[src/rtl/fetch_pkg.sv]
// Shared constants and types for the instruction-fetch front end.
package fetch_pkg;

  localparam int ADDR_W      = 8;
  localparam int INSTR_W     = 32;
  localparam int INSTR_BYTES = 4;
  localparam logic [ADDR_W-1:0] RESET_PC = 8'h00;

  // One prefetched instruction together with the byte address it came from.
  typedef struct packed {
    logic [INSTR_W-1:0] instr;
    logic [ADDR_W-1:0]  pc;
  } fetch_entry_t;

  // Fetch targets are word aligned; the two low address bits are dropped.
  function automatic logic [ADDR_W-1:0] align_pc(input logic [ADDR_W-1:0] addr);
    return {addr[ADDR_W-1:2], 2'b00};
  endfunction

endpackage

[src/rtl/fetch_unit_if.sv]
// Bus between the fetch unit, the instruction memory and decode.
// master = fetch unit side, slave = memory/decode side.
interface fetch_unit_if #(
  parameter int ADDR_W = fetch_pkg::ADDR_W
) ();

  logic [ADDR_W-1:0] imem_addr;
  logic [31:0]       imem_instr;
  logic              out_valid;
  logic              out_ready;
  logic [31:0]       out_instr;
  logic [ADDR_W-1:0] out_pc;

  modport master (
    output imem_addr,
    input  imem_instr,
    output out_valid,
    input  out_ready,
    output out_instr,
    output out_pc
  );

  modport slave (
    input  imem_addr,
    output imem_instr,
    input  out_valid,
    output out_ready,
    input  out_instr,
    input  out_pc
  );

endinterface

[src/rtl/fetch_fifo.sv]
// Small prefetch queue of fetch entries. Flush empties the queue in one
// cycle and wins over push/pop. The head is the raw entry at rd_ptr; the
// caller decides what to show when the queue is empty.
module fetch_fifo
  import fetch_pkg::*;
#(
  parameter  int DEPTH = 2,
  localparam int PTR_W = $clog2(DEPTH),
  localparam int CNT_W = PTR_W + 1
) (
  input  logic               clk,
  input  logic               rst_n,
  input  logic               push,
  input  logic               pop,
  input  logic               flush,
  input  fetch_entry_t       push_data,
  output logic               full,
  output logic               empty,
  output logic [CNT_W-1:0]   count,
  output fetch_entry_t       head
);

  fetch_entry_t     mem_q [DEPTH];
  fetch_entry_t     mem_d [DEPTH];
  logic [PTR_W-1:0] wr_ptr_q, wr_ptr_d;
  logic [PTR_W-1:0] rd_ptr_q, rd_ptr_d;
  logic [CNT_W-1:0] count_q, count_d;

  // Next queue state: flush resets pointers, otherwise push/pop move them.
  always_comb begin
    mem_d    = mem_q;
    wr_ptr_d = wr_ptr_q;
    rd_ptr_d = rd_ptr_q;
    count_d  = count_q;
    if (flush) begin
      wr_ptr_d = '0;
      rd_ptr_d = '0;
      count_d  = '0;
    end else begin
      if (push) begin
        mem_d[wr_ptr_q] = push_data;
        wr_ptr_d        = wr_ptr_q + PTR_W'(1);
      end
      if (pop) begin
        rd_ptr_d = rd_ptr_q + PTR_W'(1);
      end
      case ({push, pop})
        2'b10:   count_d = count_q + CNT_W'(1);
        2'b01:   count_d = count_q - CNT_W'(1);
        default: count_d = count_q;
      endcase
    end
  end

  // Queue registers; storage is cleared on reset so nothing reads as X.
  always_ff @(posedge clk or negedge rst_n) begin
    if (!rst_n) begin
      for (int i = 0; i < DEPTH; i++) mem_q[i] <= '0;
      wr_ptr_q <= '0;
      rd_ptr_q <= '0;
      count_q  <= '0;
    end else begin
      mem_q    <= mem_d;
      wr_ptr_q <= wr_ptr_d;
      rd_ptr_q <= rd_ptr_d;
      count_q  <= count_d;
    end
  end

  assign full  = (count_q == CNT_W'(DEPTH));
  assign empty = (count_q == '0);
  assign count = count_q;
  assign head  = mem_q[rd_ptr_q];

endmodule

[src/rtl/fetch_unit.sv]
// Instruction-fetch front end: owns the PC, reads the combinational
// instruction memory and queues {instr, pc} pairs for decode.
// Optional feature macro: FETCH_STALL_CNT_EN adds a saturating 16-bit
// count of cycles where decode held back a valid head.
// ADDR_W must match fetch_pkg::ADDR_W since queue entries use the package type.
module fetch_unit #(
  parameter int                DEPTH    = 2,
  parameter int                ADDR_W   = fetch_pkg::ADDR_W,
  parameter logic [ADDR_W-1:0] RESET_PC = fetch_pkg::RESET_PC
) (
  input  logic              clk,
  input  logic              rst_n,
  input  logic              fetch_en,
  input  logic              redirect,
  input  logic [ADDR_W-1:0] redirect_pc,
  fetch_unit_if.master      bus
`ifdef FETCH_STALL_CNT_EN
  ,
  output logic [15:0]       stall_cnt
`endif
);

  localparam int CNT_W = $clog2(DEPTH) + 1;

  logic [ADDR_W-1:0]     pc_q, pc_d;
  logic                  push, pop, out_valid;
  logic                  fifo_full, fifo_empty;
  logic [CNT_W-1:0]      fifo_count;
  fetch_pkg::fetch_entry_t new_entry, head;

  assign out_valid = (fifo_count != '0) && !redirect;
  assign pop       = out_valid && bus.out_ready;
  assign push      = fetch_en && !redirect && (!fifo_full || pop);

  assign new_entry.instr = bus.imem_instr;
  assign new_entry.pc    = pc_q;

  assign bus.imem_addr = pc_q;
  assign bus.out_valid = out_valid;
  assign bus.out_instr = fifo_empty ? '0 : head.instr;
  assign bus.out_pc    = fifo_empty ? '0 : head.pc;

  fetch_fifo #(.DEPTH(DEPTH)) u_fifo (
    .clk       (clk),
    .rst_n     (rst_n),
    .push      (push),
    .pop       (pop),
    .flush     (redirect),
    .push_data (new_entry),
    .full      (fifo_full),
    .empty     (fifo_empty),
    .count     (fifo_count),
    .head      (head)
  );

  // Next PC: redirect target wins, otherwise step one word per push (wraps).
  always_comb begin
    pc_d = pc_q;
    if (redirect) begin
      pc_d = fetch_pkg::align_pc(redirect_pc);
    end else if (push) begin
      pc_d = pc_q + ADDR_W'(fetch_pkg::INSTR_BYTES);
    end
  end

  // PC register.
  always_ff @(posedge clk or negedge rst_n) begin
    if (!rst_n) pc_q <= RESET_PC;
    else        pc_q <= pc_d;
  end

`ifdef FETCH_STALL_CNT_EN
  logic [15:0] stall_cnt_q, stall_cnt_d;

  // Count cycles where a head is waiting but decode is not ready; saturate.
  always_comb begin
    stall_cnt_d = stall_cnt_q;
    if ((fifo_count != '0) && !bus.out_ready && !redirect && (stall_cnt_q != 16'hFFFF)) begin
      stall_cnt_d = stall_cnt_q + 16'd1;
    end
  end

  // Stall counter register, cleared only by reset.
  always_ff @(posedge clk or negedge rst_n) begin
    if (!rst_n) stall_cnt_q <= '0;
    else        stall_cnt_q <= stall_cnt_d;
  end

  assign stall_cnt = stall_cnt_q;
`endif

endmodule
[src/flat_wrapper.sv]
// flat-port wrapper written by rule: the top's interface ports become plain ports
module fetch_unit_flat 
#(
  parameter int                DEPTH    = 2,
  parameter int                ADDR_W   = fetch_pkg::ADDR_W,
  parameter logic [ADDR_W-1:0] RESET_PC = fetch_pkg::RESET_PC
)
  (clk, rst_n, fetch_en, redirect, redirect_pc, bus_imem_addr, bus_imem_instr, bus_out_valid, bus_out_ready, bus_out_instr, bus_out_pc);
  fetch_unit_if #(.ADDR_W(ADDR_W)) bus_i ();
  input  logic clk;
  input  logic rst_n;
  input  logic fetch_en;
  input  logic redirect;
  input  logic [ADDR_W-1:0] redirect_pc;
  output wire logic [$bits(bus_i.imem_addr)-1:0] bus_imem_addr;
  input wire logic [$bits(bus_i.imem_instr)-1:0] bus_imem_instr;
  output wire logic [$bits(bus_i.out_valid)-1:0] bus_out_valid;
  input wire logic [$bits(bus_i.out_ready)-1:0] bus_out_ready;
  output wire logic [$bits(bus_i.out_instr)-1:0] bus_out_instr;
  output wire logic [$bits(bus_i.out_pc)-1:0] bus_out_pc;
  assign bus_imem_addr = bus_i.imem_addr;
  assign bus_i.imem_instr = bus_imem_instr;
  assign bus_out_valid = bus_i.out_valid;
  assign bus_i.out_ready = bus_out_ready;
  assign bus_out_instr = bus_i.out_instr;
  assign bus_out_pc = bus_i.out_pc;
  fetch_unit #(.DEPTH(DEPTH), .ADDR_W(ADDR_W), .RESET_PC(RESET_PC)) u_core (.clk(clk), .rst_n(rst_n), .fetch_en(fetch_en), .redirect(redirect), .redirect_pc(redirect_pc), .bus(bus_i));
endmodule
[config.mk]
export PLATFORM = sky130hd
export DESIGN_NAME = fetch_unit_flat
export DESIGN_NICKNAME = d
export VERILOG_FILES = /design/src/rtl/fetch_pkg.sv /design/src/rtl/fetch_unit_if.sv /design/src/rtl/fetch_fifo.sv /design/src/rtl/fetch_unit.sv /design/src/flat_wrapper.sv
export SDC_FILE = /design/constraint.sdc
export NUM_CORES = 1
export LEC_CHECK = 0
export ABC_CLOCK_PERIOD_IN_PS = 1600
export CAP_MARGIN = 20
export CELL_PAD_IN_SITES_DETAIL_PLACEMENT = 1
export CELL_PAD_IN_SITES_GLOBAL_PLACEMENT = 2
export CORE_MARGIN = 10
export CORE_UTILIZATION = 30
export CTS_CLUSTER_DIAMETER = 30
export DETAILED_ROUTE_END_ITERATION = 8
export PLACE_DENSITY = 0.8
export SETUP_SLACK_MARGIN = 0.5
export SYNTH_ARGS = -nofsm -noshare
export SYNTH_HDL_FRONTEND = slang
export SYNTH_SLANG_ARGS = --single-unit
export TNS_END_PERCENT = 10
[constraint.sdc]
create_clock -name clk -period 1.6 [get_ports clk]
set_input_delay 0.16 -clock clk [delete_from_list [all_inputs] [get_ports clk]]
set_output_delay 0.16 -clock clk [all_outputs]
set_load 0.02 [all_outputs]
==> impl_metrics.py <==
metrics = {
    "route": {
        "drt-initial-drc-count": 207,
        "ant_nets": 0,
        "viasPerCell": 4.813,
        "drc": 0,
        "wl_um": 12150,
        "avgRoutedWirePerCell_um": 19.72,
        "num_vias": 2965,
        "drt_pass1_iterations": 4,
    },
    "yosys": {
        "syn-instance-count": 318,
        "synth-edff-count": 0,
        "synth_compound_area_share_pct": 2.699,
        "synthesis.area_um2": 4126,
        "ys_warn_count": 0,
        "synthDistinctLibCells": 35,
        "synth_most_common_cell": "dfrtp_1",
        "ys_seq_elements": 86,
        "syn-mean-instance-area_um2": 12.98,
        "synth_top_area_share_pct": 52.15,
        "synth_adder_area_share_pct": 0.3032,
        "synth_xor_area_share_pct": 0.2122,
        "yosys.area_share.simple_pct": 8.065,
        "synth_top_family_by_area": "multiplexers",
        "ys_top_cells_by_count": "86 x dfrtp_1, 47 x nor2_1, 40 x mux2_2",
        "yosysSeqAreaShare_pct": 52.15,
        "yosys_most_used_dff": "dfrtp_1",
        "synth_top_cell_by_area": "dfrtp_1",
        "muxShareOfSynthArea_pct": 31.78,
        "synth_area_leaders": "dfrtp_1 52%, mux2_2 11%, mux2i_1 9.2%",
        "async_reset_ff_share_pct": 100.0,
    },
    "critical_path": {
        "r2r_setup_slack_ns": -0.11,
        "crit_start": "u_core.u_fifo.count[1]$_DFFE_PN0P_",
        "reg2reg_depth": 5,
        "r2r_end": "u_core.u_fifo.mem_q[19]$_DFFE_PN0P_",
        "r2r_start": "u_core.u_fifo.count[1]$_DFFE_PN0P_",
        "cp-start-kind": "flip-flop",
        "required_ns": 1.82,
        "cp_max_fo": 11,
        "worstSetupPathType": "reg2reg",
        "arrival_ns": 1.93,
        "critPathCaptureType": "flip-flop",
    },
    "clocking": {
        "clock_latency_ns": 0.34,
        "clock_sinks": 86,
        "clockBufferDepth": 2,
        "cts_tree": "yes",
        "cts.clk_slew.worst_paths_ns": 0.06,
        "cts_buffers": 9,
        "cts_root_buf": "clkbuf_16",
        "htreeDepth": 3,
    },
    "placed_design": {
        "hpwl_um": 7557,
        "io_buffers": 87,
        "finalWeightedCongestion": 0.7359,
    },
    "job": {
        "maxCapViolCount": 0,
    },
    "global_routing": {
        "gr-usage-met2_pct": 20.53,
        "grt_first_pass_wirelength_um": 18360,
        "grt_pass1_vias": 3387,
        "use_met1_pct": 14.74,
        "antenna_found_initial": 0,
        "grt_use_total_pct": 12.44,
        "gr-total-overflow": 0,
        "use_met3_pct": 3.969,
        "grt_max_degree": 87,
        "top_usage_layer": "met2",
    },
    "sta": {
        "finalSetupViolCount": 103,
        "hold_viol": 0,
        "hold-worst-slack_ns": 0.3719,
        "period_share_pct": 107.1,
        "final_max_slew_viol_count": 0,
        "min_period_ns": 1.714,
        "worst_clock_skew_ns": 0.007813,
        "worst_slack_ns": -0.1144,
        "setup_tns_ns": -6.352,
        "max_freq_ghz": 0.5833,
        "rsz0062_at_grt": "true",
    },
    "layout": {
        "nets": 481,
        "diodes": 0,
        "area_growth_syn_to_layout_pct": 51.39,
        "drive_above_1_share_pct": 47.05,
        "final_core_util_pct": 46.80,
    },
    "run_status": {
        "outcome": "complete, but fails checks",
        "failed_checks": "negative setup slack",
    },
    "die": {
        "core_area_um2": 13350,
        "die_h_um": 137.3,
        "rows": 42,
        "dieWidth_um": 137.3,
        "initial_core_util_pct": 30.91,
        "io_pins": 94,
        "die_area_um2": 18850,
    },
    "hold_path": {
        "hold_path_class": "in2async",
    },
    "power": {
        "vdd_drop_max_v": 0.0004239,
        "p_per_area_nw_per_um2": 1206,
        "p_leak_nw": 2.792,
    },
}
critical path, cell delays in order (launching register included):
cell and delay, ns:
dfrtp_1 0.41, buf_6 0.13, or3b_4 0.39, nand4_4 0.15, buf_12 0.17, mux2_2 0.34
cell type report:
cell class                 count  area, µm²
fill                        1384       7101
sequential                    86       2160
clock inverter                 3      90.09
clock buffer                  13      260.3
multi-input combinational    207       2100
inverter                       3      11.26
timing repair buffer         128       1406
tap                          176      220.2
worst max-delay path by stage:
stage	end	cells past startpoint
4_1_cts	u_core.u_fifo.mem_q[54]$_DFFE_PN0P_	5
2_1_floorplan	u_core.u_fifo.mem_q[10]$_DFFE_PN0P_	5
3_3_place_gp	u_core.u_fifo.mem_q[79]$_DFFE_PN0P_	4
5_1_grt	u_core.u_fifo.mem_q[27]$_DFFE_PN0P_	5
3_5_place_dp	u_core.u_fifo.mem_q[78]$_DFFE_PN0P_	4
6_report	u_core.u_fifo.mem_q[19]$_DFFE_PN0P_	5
sequential cells by signal, indices dropped and copies added (netlist names):
signal and cells:
u_core.u_fifo.mem_q 76, u_core.bus.imem_addr 6, u_core.u_fifo.count 2, u_core.u_fifo.rd_ptr_q 1
u_core.u_fifo.wr_ptr_q 1
metal layers:
metal | vias to the layer above | wire length (µm)
met1 | 1548 | 5365
met2 | 64 | 5930
met5 | - | 0
met4 | 0 | 141
li1 | 1341 | -
met3 | 12 | 710
cells by family after synthesis:
logic type / after synthesis
AOI/OAI and AO/OA: 18
buffers and inverters: 28
muxes: 114
DFF: 86
and+or+nand+nor: 69
other: 1
adders and majority gates: 1
xor gates and xnor gates: 1
through the flow:
step / power (mW) / setup WS (ns) / instance area (µm²) / std cells
2_1_floorplan: 3.948 / -0.005451 / 4138 / 321
3_3_place_gp: 4.602 / -0.2725 / 5373 / 586
3_5_place_dp: 4.685 / -0.3011 / 5373 / 586
4_1_cts: 7.325 / -0.1286 / 5927 / 612
5_1_grt: 7.917 / -0.1890 / 6247 / 616
6_report: 7.534 / -0.1144 / 6247 / 616
cell usage in the layout, fill, tap and decap left out, drive strengths merged, types with 3 or more instances in the layout:
cell type	Yosys	final
a31oi	4	4
buf	18	83
bufinv	0	3
clkbuf	7	16
clkdlybuf4s50	0	41
conb	1	4
dfrtp	86	86
inv	3	3
mux2	76	76
mux2i	38	38
nand2	3	3
nand3	3	3
nand4	4	4
nor2	47	47
o21ai	6	6
or4	4	4
repair_timing:
action	4_1_cts	5_1_grt
gates resized for setup	266	66
hold buffers	1	0
pin swaps	4	9
buffers inserted	7	1
endpoints found under the setup margin	131	131
hold endpoints to repair	86	0
cloned	2	3
power breakdown:
group	switching (mW)	internal [mW]	total (mW)	leakage (nW)
Clock	0.849	1.61	2.46	0.170
Sequential	0.334	2.67	3.01	1.02
Combinational	0.824	1.24	2.07	1.60
(Power assumes the default switching activity.)
